**src/rtl/hazard_pipe_tracker_if.sv**
```systemverilog
// Hazard-unit <-> pipeline tracker bundle: decode-side commands and fields in, stage-tagged
// control signals and profiling counters out.
interface hazard_pipe_tracker_if #(
  parameter int unsigned REG_W = 5,
  parameter int unsigned CNT_W = 32
);
  logic             StallD;
  logic             FlushD;
  logic             FlushE;
  logic             BranchTakenE;
  logic             CondExE;
  logic [REG_W-1:0] RA1D;
  logic [REG_W-1:0] RA2D;
  logic [REG_W-1:0] WA3D;
  logic             RegWriteD;
  logic             MemToRegD;
  logic             PCSrcD;
  logic             CntClr;

  logic             ValidD;
  logic             ValidE;
  logic             ValidM;
  logic             ValidW;
  logic [REG_W-1:0] RA1E;
  logic [REG_W-1:0] RA2E;
  logic [REG_W-1:0] WA3E;
  logic [REG_W-1:0] WA3M;
  logic [REG_W-1:0] WA3W;
  logic             RegWriteE;
  logic             RegWriteM;
  logic             RegWriteW;
  logic             MemToRegE;
  logic             MemToRegM;
  logic             MemToRegW;
  logic             PCSrcE;
  logic             PCSrcM;
  logic             PCSrcW;
  logic [CNT_W-1:0] StallCount;
  logic [CNT_W-1:0] BranchCount;
  logic [CNT_W-1:0] RetireCount;

  modport master (
    output StallD, FlushD, FlushE, BranchTakenE, CondExE, RA1D, RA2D, WA3D,
           RegWriteD, MemToRegD, PCSrcD, CntClr,
    input  ValidD, ValidE, ValidM, ValidW, RA1E, RA2E, WA3E, WA3M, WA3W,
           RegWriteE, RegWriteM, RegWriteW, MemToRegE, MemToRegM, MemToRegW,
           PCSrcE, PCSrcM, PCSrcW, StallCount, BranchCount, RetireCount
  );

  modport slave (
    input  StallD, FlushD, FlushE, BranchTakenE, CondExE, RA1D, RA2D, WA3D,
           RegWriteD, MemToRegD, PCSrcD, CntClr,
    output ValidD, ValidE, ValidM, ValidW, RA1E, RA2E, WA3E, WA3M, WA3W,
           RegWriteE, RegWriteM, RegWriteW, MemToRegE, MemToRegM, MemToRegW,
           PCSrcE, PCSrcM, PCSrcW, StallCount, BranchCount, RetireCount
  );
endinterface

```
**src/rtl/hazard_pipe_tracker.sv**
```systemverilog
// Carries per-instruction register addresses and control bits through D/E/M/W under hazard-unit
// stall/flush control, plus saturating stall, taken-branch and retire counters.
module hazard_pipe_tracker #(
  parameter int unsigned REG_W = 5,
  parameter int unsigned CNT_W = 32
) (
  input logic                 CLK,
  input logic                 Reset,
  hazard_pipe_tracker_if.slave hz
);

  logic             valid_d_q, valid_d_d;
  logic             valid_e_q, valid_e_d;
  logic [REG_W-1:0] ra1_e_q, ra1_e_d;
  logic [REG_W-1:0] ra2_e_q, ra2_e_d;
  logic [REG_W-1:0] wa3_e_q, wa3_e_d;
  logic             reg_write_e_q, reg_write_e_d;
  logic             mem_to_reg_e_q, mem_to_reg_e_d;
  logic             pc_src_e_q, pc_src_e_d;

  logic             valid_m_q, valid_m_d;
  logic [REG_W-1:0] wa3_m_q, wa3_m_d;
  logic             reg_write_m_q, reg_write_m_d;
  logic             mem_to_reg_m_q, mem_to_reg_m_d;
  logic             pc_src_m_q, pc_src_m_d;

  logic             valid_w_q;
  logic [REG_W-1:0] wa3_w_q;
  logic             reg_write_w_q;
  logic             mem_to_reg_w_q;
  logic             pc_src_w_q;

  logic [CNT_W-1:0] stall_cnt_q, stall_cnt_d;
  logic [CNT_W-1:0] branch_cnt_q, branch_cnt_d;
  logic [CNT_W-1:0] retire_cnt_q, retire_cnt_d;

  logic             bubble_e;

  function automatic logic [CNT_W-1:0] sat_inc(input logic [CNT_W-1:0] c);
    return (c == '1) ? c : c + 1'b1;
  endfunction

  always_comb begin
    valid_d_d = valid_d_q;
    if (hz.FlushD) begin
      valid_d_d = 1'b0;
    end else if (!hz.StallD) begin
      valid_d_d = 1'b1;
    end
  end

  // A held decode slot must not also advance into Execute, so a stall forces a bubble there.
  assign bubble_e = hz.FlushE | hz.StallD;

  always_comb begin
    valid_e_d      = 1'b0;
    ra1_e_d        = '0;
    ra2_e_d        = '0;
    wa3_e_d        = '0;
    reg_write_e_d  = 1'b0;
    mem_to_reg_e_d = 1'b0;
    pc_src_e_d     = 1'b0;
    if (!bubble_e) begin
      valid_e_d      = valid_d_q;
      ra1_e_d        = hz.RA1D;
      ra2_e_d        = hz.RA2D;
      wa3_e_d        = hz.WA3D;
      reg_write_e_d  = hz.RegWriteD & valid_d_q;
      mem_to_reg_e_d = hz.MemToRegD & valid_d_q;
      pc_src_e_d     = hz.PCSrcD & valid_d_q;
    end
  end

  // A condition-failed instruction keeps its address; only its side effects are dropped.
  always_comb begin
    valid_m_d      = valid_e_q;
    wa3_m_d        = wa3_e_q;
    mem_to_reg_m_d = mem_to_reg_e_q;
    reg_write_m_d  = reg_write_e_q & hz.CondExE;
    pc_src_m_d     = pc_src_e_q & hz.CondExE;
  end

  always_comb begin
    stall_cnt_d  = stall_cnt_q;
    branch_cnt_d = branch_cnt_q;
    retire_cnt_d = retire_cnt_q;
    if (hz.CntClr) begin
      stall_cnt_d  = '0;
      branch_cnt_d = '0;
      retire_cnt_d = '0;
    end else begin
      if (hz.StallD)       stall_cnt_d  = sat_inc(stall_cnt_q);
      if (hz.BranchTakenE) branch_cnt_d = sat_inc(branch_cnt_q);
      if (valid_w_q)       retire_cnt_d = sat_inc(retire_cnt_q);
    end
  end

  always_ff @(posedge CLK) begin
    if (!Reset) begin
      valid_d_q      <= 1'b0;
      valid_e_q      <= 1'b0;
      ra1_e_q        <= '0;
      ra2_e_q        <= '0;
      wa3_e_q        <= '0;
      reg_write_e_q  <= 1'b0;
      mem_to_reg_e_q <= 1'b0;
      pc_src_e_q     <= 1'b0;
      valid_m_q      <= 1'b0;
      wa3_m_q        <= '0;
      reg_write_m_q  <= 1'b0;
      mem_to_reg_m_q <= 1'b0;
      pc_src_m_q     <= 1'b0;
      valid_w_q      <= 1'b0;
      wa3_w_q        <= '0;
      reg_write_w_q  <= 1'b0;
      mem_to_reg_w_q <= 1'b0;
      pc_src_w_q     <= 1'b0;
      stall_cnt_q    <= '0;
      branch_cnt_q   <= '0;
      retire_cnt_q   <= '0;
    end else begin
      valid_d_q      <= valid_d_d;
      valid_e_q      <= valid_e_d;
      ra1_e_q        <= ra1_e_d;
      ra2_e_q        <= ra2_e_d;
      wa3_e_q        <= wa3_e_d;
      reg_write_e_q  <= reg_write_e_d;
      mem_to_reg_e_q <= mem_to_reg_e_d;
      pc_src_e_q     <= pc_src_e_d;
      valid_m_q      <= valid_m_d;
      wa3_m_q        <= wa3_m_d;
      reg_write_m_q  <= reg_write_m_d;
      mem_to_reg_m_q <= mem_to_reg_m_d;
      pc_src_m_q     <= pc_src_m_d;
      valid_w_q      <= valid_m_q;
      wa3_w_q        <= wa3_m_q;
      reg_write_w_q  <= reg_write_m_q;
      mem_to_reg_w_q <= mem_to_reg_m_q;
      pc_src_w_q     <= pc_src_m_q;
      stall_cnt_q    <= stall_cnt_d;
      branch_cnt_q   <= branch_cnt_d;
      retire_cnt_q   <= retire_cnt_d;
    end
  end

  assign hz.ValidD      = valid_d_q;
  assign hz.ValidE      = valid_e_q;
  assign hz.ValidM      = valid_m_q;
  assign hz.ValidW      = valid_w_q;
  assign hz.RA1E        = ra1_e_q;
  assign hz.RA2E        = ra2_e_q;
  assign hz.WA3E        = wa3_e_q;
  assign hz.WA3M        = wa3_m_q;
  assign hz.WA3W        = wa3_w_q;
  assign hz.RegWriteE   = reg_write_e_q;
  assign hz.RegWriteM   = reg_write_m_q;
  assign hz.RegWriteW   = reg_write_w_q;
  assign hz.MemToRegE   = mem_to_reg_e_q;
  assign hz.MemToRegM   = mem_to_reg_m_q;
  assign hz.MemToRegW   = mem_to_reg_w_q;
  assign hz.PCSrcE      = pc_src_e_q;
  assign hz.PCSrcM      = pc_src_m_q;
  assign hz.PCSrcW      = pc_src_w_q;
  assign hz.StallCount  = stall_cnt_q;
  assign hz.BranchCount = branch_cnt_q;
  assign hz.RetireCount = retire_cnt_q;

endmodule

```
**src/flat_wrapper.sv**
```systemverilog
// flat-port wrapper written by rule: the top's interface ports become plain ports
module hazard_pipe_tracker_flat 
#(
  parameter int unsigned REG_W = 5,
  parameter int unsigned CNT_W = 32
)
  (CLK, Reset, hz_StallD, hz_FlushD, hz_FlushE, hz_BranchTakenE, hz_CondExE, hz_RA1D, hz_RA2D, hz_WA3D, hz_RegWriteD, hz_MemToRegD, hz_PCSrcD, hz_CntClr, hz_ValidD, hz_ValidE, hz_ValidM, hz_ValidW, hz_RA1E, hz_RA2E, hz_WA3E, hz_WA3M, hz_WA3W, hz_RegWriteE, hz_RegWriteM, hz_RegWriteW, hz_MemToRegE, hz_MemToRegM, hz_MemToRegW, hz_PCSrcE, hz_PCSrcM, hz_PCSrcW, hz_StallCount, hz_BranchCount, hz_RetireCount);
  hazard_pipe_tracker_if #(.REG_W(REG_W), .CNT_W(CNT_W)) hz_i ();
  input logic CLK;
  input logic Reset;
  input wire logic [$bits(hz_i.StallD)-1:0] hz_StallD;
  input wire logic [$bits(hz_i.FlushD)-1:0] hz_FlushD;
  input wire logic [$bits(hz_i.FlushE)-1:0] hz_FlushE;
  input wire logic [$bits(hz_i.BranchTakenE)-1:0] hz_BranchTakenE;
  input wire logic [$bits(hz_i.CondExE)-1:0] hz_CondExE;
  input wire logic [$bits(hz_i.RA1D)-1:0] hz_RA1D;
  input wire logic [$bits(hz_i.RA2D)-1:0] hz_RA2D;
  input wire logic [$bits(hz_i.WA3D)-1:0] hz_WA3D;
  input wire logic [$bits(hz_i.RegWriteD)-1:0] hz_RegWriteD;
  input wire logic [$bits(hz_i.MemToRegD)-1:0] hz_MemToRegD;
  input wire logic [$bits(hz_i.PCSrcD)-1:0] hz_PCSrcD;
  input wire logic [$bits(hz_i.CntClr)-1:0] hz_CntClr;
  output wire logic [$bits(hz_i.ValidD)-1:0] hz_ValidD;
  output wire logic [$bits(hz_i.ValidE)-1:0] hz_ValidE;
  output wire logic [$bits(hz_i.ValidM)-1:0] hz_ValidM;
  output wire logic [$bits(hz_i.ValidW)-1:0] hz_ValidW;
  output wire logic [$bits(hz_i.RA1E)-1:0] hz_RA1E;
  output wire logic [$bits(hz_i.RA2E)-1:0] hz_RA2E;
  output wire logic [$bits(hz_i.WA3E)-1:0] hz_WA3E;
  output wire logic [$bits(hz_i.WA3M)-1:0] hz_WA3M;
  output wire logic [$bits(hz_i.WA3W)-1:0] hz_WA3W;
  output wire logic [$bits(hz_i.RegWriteE)-1:0] hz_RegWriteE;
  output wire logic [$bits(hz_i.RegWriteM)-1:0] hz_RegWriteM;
  output wire logic [$bits(hz_i.RegWriteW)-1:0] hz_RegWriteW;
  output wire logic [$bits(hz_i.MemToRegE)-1:0] hz_MemToRegE;
  output wire logic [$bits(hz_i.MemToRegM)-1:0] hz_MemToRegM;
  output wire logic [$bits(hz_i.MemToRegW)-1:0] hz_MemToRegW;
  output wire logic [$bits(hz_i.PCSrcE)-1:0] hz_PCSrcE;
  output wire logic [$bits(hz_i.PCSrcM)-1:0] hz_PCSrcM;
  output wire logic [$bits(hz_i.PCSrcW)-1:0] hz_PCSrcW;
  output wire logic [$bits(hz_i.StallCount)-1:0] hz_StallCount;
  output wire logic [$bits(hz_i.BranchCount)-1:0] hz_BranchCount;
  output wire logic [$bits(hz_i.RetireCount)-1:0] hz_RetireCount;
  assign hz_i.StallD = hz_StallD;
  assign hz_i.FlushD = hz_FlushD;
  assign hz_i.FlushE = hz_FlushE;
  assign hz_i.BranchTakenE = hz_BranchTakenE;
  assign hz_i.CondExE = hz_CondExE;
  assign hz_i.RA1D = hz_RA1D;
  assign hz_i.RA2D = hz_RA2D;
  assign hz_i.WA3D = hz_WA3D;
  assign hz_i.RegWriteD = hz_RegWriteD;
  assign hz_i.MemToRegD = hz_MemToRegD;
  assign hz_i.PCSrcD = hz_PCSrcD;
  assign hz_i.CntClr = hz_CntClr;
  assign hz_ValidD = hz_i.ValidD;
  assign hz_ValidE = hz_i.ValidE;
  assign hz_ValidM = hz_i.ValidM;
  assign hz_ValidW = hz_i.ValidW;
  assign hz_RA1E = hz_i.RA1E;
  assign hz_RA2E = hz_i.RA2E;
  assign hz_WA3E = hz_i.WA3E;
  assign hz_WA3M = hz_i.WA3M;
  assign hz_WA3W = hz_i.WA3W;
  assign hz_RegWriteE = hz_i.RegWriteE;
  assign hz_RegWriteM = hz_i.RegWriteM;
  assign hz_RegWriteW = hz_i.RegWriteW;
  assign hz_MemToRegE = hz_i.MemToRegE;
  assign hz_MemToRegM = hz_i.MemToRegM;
  assign hz_MemToRegW = hz_i.MemToRegW;
  assign hz_PCSrcE = hz_i.PCSrcE;
  assign hz_PCSrcM = hz_i.PCSrcM;
  assign hz_PCSrcW = hz_i.PCSrcW;
  assign hz_StallCount = hz_i.StallCount;
  assign hz_BranchCount = hz_i.BranchCount;
  assign hz_RetireCount = hz_i.RetireCount;
  hazard_pipe_tracker #(.REG_W(REG_W), .CNT_W(CNT_W)) u_core (.CLK(CLK), .Reset(Reset), .hz(hz_i));
endmodule
```
**config.mk**
```make
export PLATFORM = sky130hd
export DESIGN_NAME = hazard_pipe_tracker_flat
export DESIGN_NICKNAME = d
export VERILOG_FILES = /design/src/rtl/hazard_pipe_tracker_if.sv /design/src/rtl/hazard_pipe_tracker.sv /design/src/flat_wrapper.sv
export SDC_FILE = /design/constraint.sdc
export NUM_CORES = 1
export LEC_CHECK = 0
export ABC_AREA = 1
export CAP_MARGIN = 5
export CORE_MARGIN = 4
export CORE_UTILIZATION = 50
export DETAILED_ROUTE_END_ITERATION = 12
export GPL_ROUTABILITY_DRIVEN = 0
export PLACE_DENSITY_LB_ADDON = 0.1
export SETUP_SLACK_MARGIN = 0.4
export SLEW_MARGIN = 25
export SYNTH_ARGS = -nofsm -noshare
export SYNTH_HDL_FRONTEND = slang
export SYNTH_SLANG_ARGS = --single-unit
export TNS_END_PERCENT = 5
```
**constraint.sdc**
```tcl
create_clock -name CLK -period 1.8 [get_ports CLK]
set_input_delay 0.54 -clock CLK [delete_from_list [all_inputs] [get_ports CLK]]
set_output_delay 0.54 -clock CLK [all_outputs]
set_load 0.01 [all_outputs]
```
==> results_dict.tcl <==
set metrics [dict create \
    status "complete, no violations" \
    hold_path.class "flop to flop" \
    nets 1333 \
    clk_path_buf_depth 2 \
    synth_commonest_cells "nand2_1 (303), nor2_1 (258), dfxtp_1 (134), inv_1 (118), nand3_1 (89)" \
    syn_area_um2 6790 \
    core_um2 13300 \
    max-slew-margin-rel_pct 79.9 \
    yosys.area_share.xor_xnor_pct 0.774 \
    floorplan.io_pins 160 \
    grtUsageTotal_pct 26.0 \
    die_y_um 125 \
    async_flop_share_pct 0 \
    vias 7762 \
    post_drt_wl_per_cell_um 14.2 \
    htreeDepth 4 \
    fillers 1011 \
    areaGrowthSynthToFinish_pct 50.6 \
    synth_fa_ha_area_share_pct 0.553 \
    synth_cell_types 28 \
    min_from "u_core.hz.WA3E[4]" \
    yosys_warnings 0 \
    worstPathRequired_ns 1.26 \
    dp_slack_ns -0.284 \
    rows 42 \
    peakVddDrop_mv 0.694 \
    path_cells "buf_4, clkdlybuf4s15_1" \
    cts_hold_buf 0 \
    grt_antenna_before_repair 0 \
    syn_inst 1079 \
    root_buffer "clkbuf_16" \
    fp.dieArea_um2 15500 \
    cp_num_buf_inv 2 \
    start_util_pct 51.1 \
    r2r-start "u_core.hz.RetireCount[1]" \
    clock_latency_ns 0.42 \
    p_total_mw 6.64 \
    power_density_nw_per_um2 649 \
    first_iter_violations 660 \
    worst_slew_pin_slew_ns 0.300 \
    r2r_setup_slack_ns 0.15 \
    setup_viol 0 \
    viasPerCell 5.20 \
    worst_clock_skew_ns 0.00738 \
    die_w_um 125 \
    path_class "flop to output pin" \
    routed_wl_um 21100 \
    place_area_um2 8960 \
    crit_arrival_ns 1.16 \
    grt_first_pass_wirelength_um 33500 \
    drc 0 \
    synth_compound_area_share_pct 6.47 \
    final_area_um2 10200 \
    synth_area_leaders "dfxtp_1 (40%), nand2_1 (17%), nor2_1 (14%)" \
    rsz0062_at_grt "yes" \
    syn_area_per_cell_um2 6.29 \
    synth_top_area_cell "dfxtp_1" \
    final_layout_size_suffix_gt1_share_pct 25.7 \
    portBuffers 159 \
    grt.overflow.total 0 \
    worst_slack_ns 0.0995 \
    layout_min_cycle_time_ns 1.70 \
    synth_ff_type "dfxtp_1" \
    grt_pass1_vias 7060 \
    dp_hpwl_um 14000 \
    critPathSlowestCell "dfxtp_4" \
    synth_edf_count 0 \
    min_path_cells 2 \
    crit_path_start_kind "flop" \
    numCtsBuffers 17 \
    ys_seq_area_share_pct 39.5 \
    critical-path-max-stage-delay_ns 0.39 \
    grt_max_degree 53 \
    fin_crit_sh_pct 94.5 \
    dpl.cell_count 1422 \
    synth_top_family_by_area "simple AND/OR/NAND/NOR gates" \
    synth_seq_cells 134 \
    worstPathMaxFanout 5 \
    synthSimpleGateAreaFrac_pct 43.2 \
    hold_path_end "u_core.hz.WA3M[4]" \
    maxCapViolCount 0 \
    synthesis.nets 1108 \
    cp_top_family "flip-flops" \
    r2r_cells 10 \
    r2r-end "u_core.hz.RetireCount[4]" \
    cts_tree "built" \
    drtPass1Iterations 6 \
    cp_num_cells 2 \
    numClockSinks 134 \
    leakagePower_nw 4.39 \
    synthMuxAreaShare_pct 0 \
    yosysMostFrequentCell "nand2_1" \
    fmax_mhz 588 \
    ant_nets 0 \
    final_hold_viol_count 0 \
    clk_pin_slew_ns 0.06 \
    fin_cells 1493 \
    n_antenna_cell 0 \
    slew_viol_final 0 \
    cp-end-kind "output pin" \
    synth_top_area_share_pct 39.5 \
]
## stage by stage
step,utilization (%),hold WS [ns],TNS [ns]
after floorplan,-,0.459,0
after global placement,67.4,0.417,-5.67
after detailed placement,67.4,0.424,-6.83
after CTS,74.4,0.429,0
after global routing,76.9,0.443,0
final,76.9,0.426,0
## metal layers
layer / track usage [%] / vias to the layer above / routed length, µm
met4: 8.64 / 0 / 450
met3: 7.50 / 44 / 1770
met1: 32.8 / 3544 / 8820
met2: 42.5 / 346 / 10100
li1: - / 3828 / -
met5: 0 / - / 0
## power by group
| group | internal (mW) | switching [mW] |
|---|---|---|
| Sequential | 2.95 | 0.0116 |
| Combinational | 0.120 | 0.125 |
| Clock | 1.91 | 1.52 |
## tightest hold or removal path, stage by stage, from the launching register on
cell,delay (ns)
dfxtp_1,0.30
nand2_1,0.05
inv_1,0.03
## logic make-up after synthesis
| family | Yosys count |
|---|---|
| simple gates | 704 |
| buf+inv | 150 |
| compound gates | 82 |
| fa+ha+maj | 3 |
| flops | 134 |
| xor+xnor | 6 |
## layout by cell type, fill, tap and decap left out, drive strengths merged
cell type,Yosys,layout
nor3,6,6
xnor2,2,2
nor2,272,272
a21oi,70,70
clkinv,0,2
buf,20,84
nand4,21,21
o21ai,3,3
clkdlybuf4s15,0,79
dfxtp,134,134
dlygate4sd2,0,45
a211oi,1,1
ha,3,3
inv,121,131
nand3,90,90
clkdlybuf4s50,0,23
nand2,308,309
dlymetal6s2s,0,1
and2,3,3
nand3b,4,4
clkbuf,9,20
clkinvlp,0,2
a31oi,7,7
o21a,1,1
xor2,4,4
## registers in the layout (all words and copies together) (netlist names), 5 cells and up
| register | flops |
|---|---|
| u_core.hz.BranchCount | 32 |
| u_core.hz.RA1E | 5 |
| u_core.hz.RA2E | 5 |
| u_core.hz.RetireCount | 32 |
| u_core.hz.StallCount | 32 |
| u_core.hz.WA3E | 5 |
| u_core.hz.WA3M | 5 |
| u_core.hz.WA3W | 5 |
## final cells by class
type / instances / area [µm²] / area share, %
clock inverter: 14 / 128 / 1.25
sequential: 134 / 2840 / 27.8
tap: 176 / 220 / 2.15
inverter: 121 / 460 / 4.50
timing repair buffer: 234 / 2280 / 22.3
multi-input combinational: 796 / 3850 / 37.6
clock buffer: 18 / 450 / 4.40
## repair_timing
action,4_1_cts,5_1_grt
setup endpoints to repair,230,231
setup buffers,22,14
pin swaps,7,16
resized for setup,382,55
gates cloned,1,2
## how the worst max path moves through the flow
stage,startpoint,end,slack [ns]
after floorplan,hz_BranchTakenE,u_core.hz.BranchCount[22],0.34
after global placement,hz_BranchTakenE,u_core.hz.BranchCount[28],-0.22
after detailed placement,hz_BranchTakenE,u_core.hz.BranchCount[26],-0.28
after CTS,u_core.hz.RetireCount[1],u_core.hz.RetireCount[26],0.19
after global routing,u_core.hz.StallCount[0],u_core.hz.StallCount[26],0.06
final,u_core.hz.StallCount[0],hz_StallCount[0],0.1
No activity file was read; power rests on OpenSTA's default activity.
==> edit, RTL diff (config.mk and constraints unchanged) <==
`CNT_W` is set to 32 in 3 places; all go to 64.
--- a/src/rtl/hazard_pipe_tracker_if.sv
+++ b/src/rtl/hazard_pipe_tracker_if.sv
@@ -3,5 +3,5 @@
 interface hazard_pipe_tracker_if #(
   parameter int unsigned REG_W = 5,
-  parameter int unsigned CNT_W = 32
+  parameter int unsigned CNT_W = 64
 );
   logic             StallD;
--- a/src/rtl/hazard_pipe_tracker.sv
+++ b/src/rtl/hazard_pipe_tracker.sv
@@ -3,5 +3,5 @@
 module hazard_pipe_tracker #(
   parameter int unsigned REG_W = 5,
-  parameter int unsigned CNT_W = 32
+  parameter int unsigned CNT_W = 64
 ) (
   input logic                 CLK,
--- a/src/flat_wrapper.sv
+++ b/src/flat_wrapper.sv
@@ -3,5 +3,5 @@
 #(
   parameter int unsigned REG_W = 5,
-  parameter int unsigned CNT_W = 32
+  parameter int unsigned CNT_W = 64
 )
   (CLK, Reset, hz_StallD, hz_FlushD, hz_FlushE, hz_BranchTakenE, hz_CondExE, hz_RA1D, hz_RA2D, hz_WA3D, hz_RegWriteD, hz_MemToRegD, hz_PCSrcD, hz_CntClr, hz_ValidD, hz_ValidE, hz_ValidM, hz_ValidW, hz_RA1E, hz_RA2E, hz_WA3E, hz_WA3M, hz_WA3W, hz_RegWriteE, hz_RegWriteM, hz_RegWriteW, hz_MemToRegE, hz_MemToRegM, hz_MemToRegW, hz_PCSrcE, hz_PCSrcM, hz_PCSrcW, hz_StallCount, hz_BranchCount, hz_RetireCount);
Interface: changed (resized hz_BranchCount, hz_RetireCount and hz_StallCount); port bits go from 160 to 256. The function was not compared with the original's and may differ.
==> edit against the original RTL <==
Worst setup slack got worse by 0.20 ns; design area grew 110%; area after synthesis is 100% higher; critical path type is now flip-flop to flip-flop; wire length grew to 2.6 times the old value; sequential power increased by 68%; sequential share of layout area shrank 4.7 points; largest power group unchanged; largest cell class unchanged; power grew 65%; sequential cell count up 96; the run now ends with setup timing left.
==> edit: results (changes against the original RTL) <==
- Cell types with the highest counts after synthesis: sky130_fd_sc_hd__nand2_1, sky130_fd_sc_hd__nor2_1, sky130_fd_sc_hd__dfxtp_1, sky130_fd_sc_hd__inv_1, sky130_fd_sc_hd__nand3_1 (was sky130_fd_sc_hd__nand2_1, sky130_fd_sc_hd__nor2_1, sky130_fd_sc_hd__dfxtp_1).
- The first-iteration detailed-routing DRC count is 1,805 (was 660).
- The net count of the finished layout is 2,920 (was 1,333).
- Ranking of synthesized cells by area: sky130_fd_sc_hd__dfxtp_1, sky130_fd_sc_hd__nand2_1, sky130_fd_sc_hd__nor2_1 (unchanged).
- The clock latency on the worst-skew pair is 0.56 ns (was 0.42 ns).
- The category of the most critical setup path is flip-flop to flip-flop (was flip-flop to primary output).
- The overall routing resource usage is 32.1% (was 26.0%).
- The checks that failed: setup timing.
- The maximum buffer depth of the clock tree is 3 (was 2).
- The final setup violation count is 2 (was 0).
- The worst setup slack after layout came to -0.101 ns (was 0.0995 ns).
- The port buffer count was 255 (was 159).
- The via count of the first global-routing pass is 16.7k (was 7,060).
- The area share of fa/ha/maj cells after synthesis was 0.271% (was 0.553%).
- The largest fanout of any net on the critical path is 4 (was 5).
- The final routed wire length divided by cell count was 17.0 um (was 14.2 um).
- The actual slew at the worst max-slew pin was 0.432 ns (was 0.300 ns).
- The unique cell type count in the Yosys netlist came to 35 (was 28).
- The share of Yosys cell area claimed by the top area cell type was 33.3% (was 39.5%).
- The area fraction in compound gates after synthesis was 5.65% (was 6.47%).
- The filler cell count in the final layout is 1,886 (was 1,011).
- The launch instance of the worst min-delay path is u_core.hz.WA3M[1] (was u_core.hz.WA3E[4]).
- The wire length of the first global-routing pass is 81.7 mm (was 33.5 mm).
- The launch point of the worst reg-to-reg path is u_core.hz.RetireCount[48] (was u_core.hz.RetireCount[1]).
- The post-synthesis net count is 2,418 (was 1,108).
- Result of the run: complete, but fails checks (was complete, no violations).
- The leakage power of the design is 8.84 nW (was 4.39 nW).
## edit: cells by family (layout without fill, tap and decap cells)
kind of cell,count (synthesis),after routing
xor+xnor,1,1
compound gates,139,139
fa+ha+maj,3,3
buf+inv,300,821
flops,230,230
simple gates,1716,1716
## edit: power by group
group / internal, mW / leakage (nW) / switching, mW
Sequential: 4.96 / 1.98 / 0.0140
Combinational: 0.194 / 6.42 / 0.228
Clock: 3.28 / 0.443 / 2.29
Total: 8.44 / 8.84 / 2.53
## edit: per-layer routing
layer	part of all wire (%)	wire (um)	global-route usage (%)
met2	46	25700	52.9
met4	6.6	3650	16.4
met1	37	20600	39.5
met5	0	0	0
met3	10	5750	7.11
## edit: critical path, cell delays in order, from the launching register on
cell	delay (ns)
sky130_fd_sc_hd__dfxtp_1	0.35
sky130_fd_sc_hd__buf_4	0.16
sky130_fd_sc_hd__nand2_1	0.07
sky130_fd_sc_hd__nor2_1	0.23
sky130_fd_sc_hd__inv_1	0.07
sky130_fd_sc_hd__nor2_1	0.26
sky130_fd_sc_hd__nand3_1	0.15
sky130_fd_sc_hd__nor2_2	0.22
sky130_fd_sc_hd__nand3_1	0.15
sky130_fd_sc_hd__nand2_1	0.09
sky130_fd_sc_hd__nor2_1	0.04
## edit: final timing paths
| check | endpoint | slack [ns] | cells past startpoint |
|---|---|---|---|
| setup / recovery | u_core.hz.RetireCount[55] | -0.10 | 10 |
| hold / removal | u_core.hz.WA3W[1] | 0.43 | 2 |
| setup reg to reg | u_core.hz.RetireCount[55] | -0.10 | 10 |
| hold reg to reg | u_core.hz.WA3W[1] | 0.43 | 2 |
## edit: final cells by class
cell class | count | area share [%]
inverter | 242 | 4.16
clock inverter | 12 | 0.536
tap | 372 | 2.12
sequential | 230 | 23.1
clock buffer | 37 | 3.53
multi-input combinational | 1859 | 44.3
timing repair buffer | 530 | 22.2
## edit: what timing repair did
action / 4_1_cts / 5_1_grt
endpoints found under the setup margin: 422 / 422
gates cloned: 0 / 4
buffers inserted: 51 / 29
gates resized for setup: 939 / 455
pin swaps: 7 / 113
endpoints found under the hold margin: 0 / 0
## edit: per-stage QoR
stage / std cells / cell area, um2 / hold WS, ns / TNS [ns] / worst slack, ns
floorplan: 2389 / 14200 / 0.459 / 0 / 0.228
global placement: 3149 / 18500 / 0.417 / -25.11 / -0.359
detailed placement: 3149 / 18500 / 0.426 / -31.49 / -0.417
CTS: 3249 / 20100 / 0.430 / 0 / 0.0841
global route: 3282 / 22000 / 0.451 / -2.76 / -0.128
finish: 3282 / 22000 / 0.429 / -0.104 / -0.101
